File: src/rtl/spi_pkg.sv
// Shared SPI definitions: FSM state encoding and byte width.
// Used by both the receiver and the transmitter.
package spi_pkg;

  localparam int SPI_W = 8;

  typedef enum logic [1:0] {
    ST_IDL = 2'b00,
    ST_RUN = 2'b01,
    ST_END = 2'b10
  } spi_st_e;

endpackage

File: src/rtl/sync2.sv
// Two-flop synchronizer for one asynchronous input bit.
// Async active-low reset clears both flops.
module sync2 (
  input  logic clk,
  input  logic rst_n,
  input  logic d,
  output logic q
);

  logic m_q;
  logic q_q;

  always_ff @(posedge clk or negedge rst_n) begin
    if (!rst_n) begin
      m_q <= 1'b0;
      q_q <= 1'b0;
    end else begin
      m_q <= d;
      q_q <= m_q;
    end
  end

  assign q = q_q;

endmodule

File: src/rtl/spi_rx.sv
// SPI byte receiver, MSB first, sampling on sclk rising edge.
// Define SPI_RX_OVR_EN to add the sticky ovr (overwrite) output.
module spi_rx
  import spi_pkg::*;
(
  input  logic             clk,
  input  logic             rst_n,
  input  logic             cs_n,
  input  logic             sclk,
  input  logic             sdi,
  output logic [SPI_W-1:0] dat,
  output logic             dat_vld,
  input  logic             dat_rdy
`ifdef SPI_RX_OVR_EN
  ,
  output logic             ovr
`endif
);

  logic             cs_s;
  logic             sclk_s;
  logic             sdi_s;
  logic             sclk_dq;
  logic             rise_q;
  logic             bit_q;
  spi_st_e          st_q, st_d;
  logic [2:0]       cnt_q, cnt_d;
  logic [SPI_W-1:0] sh_q, sh_d;
  logic [SPI_W-1:0] dat_q, dat_d;
  logic             vld_q, vld_d;

  sync2 u_cs   (.clk(clk), .rst_n(rst_n), .d(cs_n), .q(cs_s));
  sync2 u_sclk (.clk(clk), .rst_n(rst_n), .d(sclk), .q(sclk_s));
  sync2 u_sdi  (.clk(clk), .rst_n(rst_n), .d(sdi),  .q(sdi_s));

  // Edge detect is registered together with its data bit.
  always_ff @(posedge clk or negedge rst_n) begin
    if (!rst_n) begin
      sclk_dq <= 1'b0;
      rise_q  <= 1'b0;
      bit_q   <= 1'b0;
      st_q    <= ST_IDL;
      cnt_q   <= 3'd0;
      sh_q    <= '0;
      dat_q   <= '0;
      vld_q   <= 1'b0;
    end else begin
      sclk_dq <= sclk_s;
      rise_q  <= sclk_s & ~sclk_dq;
      bit_q   <= sdi_s;
      st_q    <= st_d;
      cnt_q   <= cnt_d;
      sh_q    <= sh_d;
      dat_q   <= dat_d;
      vld_q   <= vld_d;
    end
  end

  always_comb begin
    st_d  = st_q;
    cnt_d = cnt_q;
    sh_d  = sh_q;
    dat_d = dat_q;
    vld_d = vld_q;
    if (vld_q && dat_rdy) vld_d = 1'b0;
    case (st_q)
      ST_IDL: begin
        cnt_d = 3'd0;
        sh_d  = '0;
        if (!cs_s) st_d = ST_RUN;
      end
      ST_RUN: begin
        if (cs_s) begin
          st_d  = ST_IDL;
          cnt_d = 3'd0;
          sh_d  = '0;
        end else if (rise_q) begin
          sh_d  = {sh_q[SPI_W-2:0], bit_q};
          cnt_d = cnt_q + 3'd1;
          if (cnt_q == 3'd7) st_d = ST_END;
        end
      end
      ST_END: begin
        dat_d = sh_q;
        vld_d = 1'b1;
        if (cs_s) begin
          st_d  = ST_IDL;
          cnt_d = 3'd0;
        end else begin
          st_d = ST_RUN;
          if (rise_q) begin
            sh_d  = {sh_q[SPI_W-2:0], bit_q};
            cnt_d = cnt_q + 3'd1;
          end
        end
      end
      default: begin
        st_d  = ST_IDL;
        cnt_d = 3'd0;
        sh_d  = '0;
      end
    endcase
  end

  assign dat     = dat_q;
  assign dat_vld = vld_q;

`ifdef SPI_RX_OVR_EN
  logic ovr_q, ovr_d;
  logic ovr_set;

  assign ovr_set = (st_q == ST_END) && vld_q && !dat_rdy;

  always_comb begin
    ovr_d = ovr_q;
    if (vld_q && dat_rdy) ovr_d = 1'b0;
    if (ovr_set)          ovr_d = 1'b1;
  end

  always_ff @(posedge clk or negedge rst_n) begin
    if (!rst_n) ovr_q <= 1'b0;
    else        ovr_q <= ovr_d;
  end

  assign ovr = ovr_q;
`endif

endmodule

File: config.mk
export PLATFORM = sky130hd
export DESIGN_NAME = spi_rx
export DESIGN_NICKNAME = d
export VERILOG_FILES = /design/src/rtl/spi_pkg.sv /design/src/rtl/sync2.sv /design/src/rtl/spi_rx.sv
export SDC_FILE = /design/constraint.sdc
export NUM_CORES = 1
export LEC_CHECK = 0
export BUFFER_PORTS_ARGS = -buffer_cell sky130_fd_sc_hd__buf_2
export CORE_MARGIN = 2
export CORE_UTILIZATION = 35
export CTS_BUF_LIST = sky130_fd_sc_hd__clkbuf_8
export CTS_CLUSTER_SIZE = 20
export DETAILED_ROUTE_END_ITERATION = 16
export SLEW_MARGIN = 30
export SYNTH_ARGS = -nofsm -noshare
export SYNTH_HDL_FRONTEND = slang
export SYNTH_SLANG_ARGS = --single-unit
File: constraint.sdc
create_clock -name clk -period 2.27 [get_ports clk]
set_input_delay 0.681 -clock clk [delete_from_list [all_inputs] [get_ports clk]]
set_output_delay 0.681 -clock clk [all_outputs]
set_load 0.1 [all_outputs]
======== Word-level counts from Yosys, hierarchy flattened ========
Index checks and enable logic that the tools add are counted.
cells by class
  add/sub/neg operators ................... 1
  eq/ne operators ......................... 8
  mux-type cells .......................... 15
  bitwise logic cells ..................... 2
  reduce and logical (&&, ||, !) cells .... 5
operators with widths
  kind                                            count
  2-to-1 mux 8 bit                                3
  case mux 8 bit (2 select lines)                 1
  2-to-1 mux 3 bit                                3
  2-to-1 mux 2 bit                                4
  != test 3 x 2 -> 1 bit (second input constant)  2
  case mux 2 bit (3 select lines)                 1
  != test 2 bit (second input constant)           2
  adder 3 x 1 -> 3 bit (second input constant)    1
  == test 3 bit (second input constant)           1
  2-to-1 mux 1 bit                                3
  != test 3 x 1 -> 1 bit (second input constant)  1
  AND reduction 3 bit                             1
  == test 2 x 1 -> 1 bit (second input constant)  1
  == test 2 bit (second input constant)           1
  zero test 2 bit                                 1
  nonzero test 2 bit                              1
  OR reduction 2 bit                              1
  bitwise AND 1 bit                               1
  logical AND 1 bit                               1
  inverter 1 bit                                  1
word-level totals
  flip-flop bits (word level) ............. 31
  input bits .............................. 6
  logic and storage cells ................. 45

======== Logic depth before layout (Yosys ltp) ========
  depth after elaboration ................. 5
  gate-level depth with buffers ........... 6
  mapped depth without buffers ............ 5

======== Cells and area by module ========
From an unflattened synthesis, not the netlist that was laid out.
unflattened totals
  cells, all modules ...................... 96
  area total of the unflattened synthesis .. 1246.2 um2
modules (own cells, without submodules)
  module  instances  cells an instance  area an instance (um2)  seq. area each (um2)
  spi_rx  1          90                 1096.1                  625.6
  sync2   3          2                  50.0                    50.0

======== Least setup slack after synthesis ========
Ideal clock, no wire load.
  path type ............................... reg-to-output
  start point ............................. reg vld_q, in the netlist dat_vld
  end point ............................... out dat_vld
  arrival time ............................ 0.898 ns
  path slack .............................. 0.691 ns
  cell stages (with the launch flop) ...... 1
  path through ............................ dfrtp_1
RTL lines
  element                   RTL line      source
  start: declaration        spi_rx.sv:30  logic vld_q, vld_d;
  start signal: assignment  spi_rx.sv:55  vld_q <= vld_d;
  end: declaration          spi_rx.sv:12  output logic dat_vld,
No word-level cell between the ends.

======== Final worst setup path ========
  start point ............................. reg dat_q[5], in the netlist dat[5]
  end point ............................... out dat[5]
RTL lines
  element                   RTL line      source
  start: declaration        spi_rx.sv:29  logic [SPI_W-1:0] dat_q, dat_d;
  start signal: assignment  spi_rx.sv:54  dat_q <= dat_d;
  end: declaration          spi_rx.sv:11  output logic [SPI_W-1:0] dat,
No word-level cell between the ends.

==> results by stage <==
Setup path:
- The data arrival time of the critical path is 1050 ps.
- The number of buffers and inverters on the critical path is 1.
- On the worst path, the slowest cell contributes a delay of 430 ps.
- The cell family contributing the most delay on the critical path is buffers and inverters.
- Data on the critical path is required at its endpoint by 1590 ps.
- Of all nets on the critical path, the largest fanout is 2.
- The number of cells traversed by the worst register-to-register path is 5.
- The worst setup path is captured at a primary output.
- The signal on the critical path passes through buf_2.
- In this run the number of cells on the critical path is 1.
- The critical path in this run is classified as reg -> out.
- The sort of element at the start of the critical path is a flop.
- The cell at the slowest stage of the critical path is sky130_fd_sc_hd__buf_2.

Clock tree:
- Gates resized during post-CTS repair numbered 0.
- The post-CTS setup-driven buffer insertion count is 0.
- The later pin in the worst-skew pair is clocked with a latency of 280 ps.
- TritonCTS built the clock tree.
- The number of buffers added by the clock tree synthesis step is 5.
- The clock transition at the register clock pins on the worst setup and hold paths after CTS is 60 ps.
- The H-tree generated during clock tree synthesis spans 2 levels.
- The count of hold buffers inserted by post-cts repair is 0.
- For this design, the sink count on the clock tree is 31.
- The root cell of the clock tree is sky130_fd_sc_hd__clkbuf_8.
- The clock passes through at most 2 buffers.

Drt:
- After detailed routing, the number of vias per cell comes to 4.62.
- The detail-routed net length per standard cell is 12.5 µm.
- The count of TritonRoute iterations in the first routing pass is 4.
- Summed over all layers, the routed wires come to 2.02 mm.
- For this block, the initial DRC count from the detailed router was 18.
- The DRC violations left is 0.
- The routed via count is 744.
- The number of routed nets with antenna violations is 0.

Job:
- The number of max-cap violations is 0.

Power and ir drop:
- The internal power of the cells totals 0.870 mW.
- The portion of total power attributed to the clock network is 36.5%.
- The maximum vdd ir drop is 0.000436 V.
- The power per cell area is 776 mW/mm².
- Total power for the finished layout comes to 1.15 mW.
- The combinational share of power is 11.9%.
- The switching part of the total power is 24.6%.
- Sequential cells burn 51.6% of the power.
- The power spent charging and discharging nets is 0.284 mW.
- The leakage component of the power is 0.745 nW.

Run status:
- The run finished with clean final reports.

Layout:
- The relative area change from synthesis to final layout is 14.3%.
- The layout filler cell count is 332.
- Leaving out fill and tap cells, the most frequent cell in the layout is sky130_fd_sc_hd__dfrtp_1.
- The proportion of layout cells with a drive suffix above 1 is 23.9%.
- Leaving out fill and tap cells, the most frequent cells in the layout are sky130_fd_sc_hd__dfrtp_1 (31), sky130_fd_sc_hd__buf_2 (14), sky130_fd_sc_hd__mux2i_1 (10).
- Summing all multi-input logic gate instances after layout gives 470 µm².
- The register area is 776 µm².
- Summing all non-filler instances in the final layout gives an area of 0.00149 mm².
- The repair_antennas step left the layout with diodes totalling 0.
- In the final design database the tool counted 127 nets.

Global route:
- Global routing finished with a remaining overflow of 0.
- The first global-routing pass estimated 3.59 mm of wire.
- The overall fraction of global-route tracks in use is 11.7%.
- The number of antenna violations at the first check in global routing came to 0.
- The via count of the first global-routing pass was 792.
- Entering global routing, the biggest net connects 32 pins.

Timing:
- The final sum of negative setup slack is 0 ps.
- Counting I/O delays and the setup requirement, the final critical path takes 1730 ps.
- Setup violations remaining at the end of the flow were counted as 0.
- The timing-limited maximum frequency is 0.577 GHz.
- The clock arrives with 7.05 ps of skew.
- For the pin with the worst max-slew slack, the measured transition is 676 ps.
- The count of endpoints failing hold in the final timing report is 0.
- Headroom to the max-slew limit came out at 54.9%.
- The share of the cycle needed by the critical path after routing is 76.4%.
- Setup repair after global routing left no endpoint under its margin.
- The number of pins exceeding their max-slew limit in the final report is 0.

Place:
- The total of buffers placed on input and output ports is 14.
- After detailed placement, the total cell area comes to 0.00140 mm².
- At the end of routability-driven placement, the weighted congestion stood at 0.696.
- The detailed placer's ending HPWL is 1.42 mm.

Synth:
- The area fraction of the dominant cell type after synthesis is 59.7%.
- The netlist area before placement is 0.00130 mm².
- The number of register bits inferred by synthesis is 31.
- In the post-synthesis netlist, the biggest area contributors are sky130_fd_sc_hd__dfrtp_1 (60%), sky130_fd_sc_hd__ha_1 (7.7%), sky130_fd_sc_hd__mux2i_1 (7.7%).
- The number of instances in the synthesized netlist is 95.
- The portion of the post-synthesis area used by sequential elements is 59.7%.
- The number of nets in the synthesized netlist is 109.
- After synthesis, the netlist uses 25 different library cells.
- The largest area contributor in the netlist is sky130_fd_sc_hd__dfrtp_1.
- During synthesis, Yosys emitted a total of 0 warnings.
- The mean post-synth cell area is 13.7 µm².

Floorplanning:
- The row count is 22.
- The die is 64.9 µm wide.
- The number of top-level design ports is 15.
- For this configuration, the core starts out at a cell density of 36.1%.
- The floorplan step defined a core boundary enclosing 0.00361 mm².
- The vertical die dimension is 64.9 µm.
- The floorplan step defined a die boundary enclosing 0.00422 mm².

Worst hold path:
- The tightest min-delay check is of the reg -> reg type.
- The cell depth of the worst hold path is 0.
cells by family after synthesis:
group	after synthesis	share of synthesized area [%]
AOI/OAI and AO/OA	17	8.18
DFF	31	59.7
and+or+nand+nor	13	5.87
muxes	17	13.8
buffers and inverters	8	4.14
xor gates and xnor gates	1	0.674
adders and majority gates	8	7.70
metal layers:
metal | share of wire (%) | track usage, % | vias up
met5 | 0 | 0 | -
met4 | 3.3 | 7.98 | 0
met3 | 4.7 | 4.17 | 7
met2 | 49 | 19.2 | 15
met1 | 43 | 12.6 | 363
li1 | - | - | 359
registers in the layout, indices dropped and copies added (netlist names):
register,cells
dat_vld,1
u_cs.q,1
dat,8
u_sdi.q,1
sh_q,8
u_sclk.q,1
u_cs.m_q,1
cnt_q,3
rise_q,1
bit_q,1
u_sdi.m_q,1
u_sclk.m_q,1
st_q,2
sclk_dq,1
per-stage QoR:
| step | hold slack, ps | utilization [%] | cells | worst slack [ps] |
|---|---|---|---|---|
| 5_1_grt | 354 | 41.2 | 161 | 453 |
| 2_1_floorplan | 331 | - | 95 | 691 |
| 3_3_place_gp | 333 | 38.8 | 154 | 665 |
| 6_report | 347 | 41.2 | 161 | 536 |
| 4_1_cts | 350 | 41.2 | 161 | 524 |
| 3_5_place_dp | 336 | 38.8 | 154 | 597 |
power groups by stage:
stage	Clock (mW)	Combinational, mW	Sequential [mW]
finish	0.421	0.137	0.596
global placement	0	0.135	0.603
global route	0.464	0.154	0.598
CTS	0.442	0.140	0.596
floorplan	0	0.110	0.598
detailed placement	0	0.139	0.606
worst reg2reg max path, stage by stage (launching register included):
cell,delay [ps]
sky130_fd_sc_hd__dfrtp_1,400
sky130_fd_sc_hd__inv_1,110
sky130_fd_sc_hd__ha_1,290
sky130_fd_sc_hd__a21boi_2,440
sky130_fd_sc_hd__mux2i_1,250
sky130_fd_sc_hd__a21oi_1,60
cell usage after synthesis:
library cell               instances
sky130_fd_sc_hd__dfrtp_1          31
sky130_fd_sc_hd__ha_1              8
sky130_fd_sc_hd__nor2b_1           4
sky130_fd_sc_hd__o21ai_1           1
sky130_fd_sc_hd__o22ai_1           1
sky130_fd_sc_hd__nand2_1           2
sky130_fd_sc_hd__mux2_1            6
sky130_fd_sc_hd__a21oi_1           8
sky130_fd_sc_hd__nand2b_1          2
sky130_fd_sc_hd__mux2_2            1
sky130_fd_sc_hd__buf_2             1
sky130_fd_sc_hd__a22oi_1           1
sky130_fd_sc_hd__or4b_4            1
sky130_fd_sc_hd__mux2i_1          10
sky130_fd_sc_hd__a21boi_2          1
sky130_fd_sc_hd__o21bai_1          1
sky130_fd_sc_hd__xnor2_1           1
sky130_fd_sc_hd__o21ai_2           1
sky130_fd_sc_hd__nand2_2           1
sky130_fd_sc_hd__a21o_1            1
sky130_fd_sc_hd__nor2_1            3
sky130_fd_sc_hd__inv_1             4
sky130_fd_sc_hd__o21ai_0           1
sky130_fd_sc_hd__a211oi_1          1
sky130_fd_sc_hd__buf_6             3
layout make-up:
cell class | instances | share of cell area, %
multi-input cells | 56 | 31.6
repair buffers | 15 | 5.22
flip-flops and latches | 31 | 52.2
clock inverters | 1 | 0.337
clock buffers | 6 | 5.56
inverters | 4 | 1.01
well taps | 48 | 4.04
path summary, 6_finish.rpt:
path,slack (ps),end,from
max in group asynchronous,1390,rise_q,rst_n
max,540,dat[5],dat[5]
min in group asynchronous,430,dat[6],rst_n
max reg2reg,590,sh_q[1],st_q[0]
min,350,u_sclk.q,u_sclk.m_q
min reg2reg,350,u_sclk.q,u_sclk.m_q
Power figures use the tool's default switching activity.
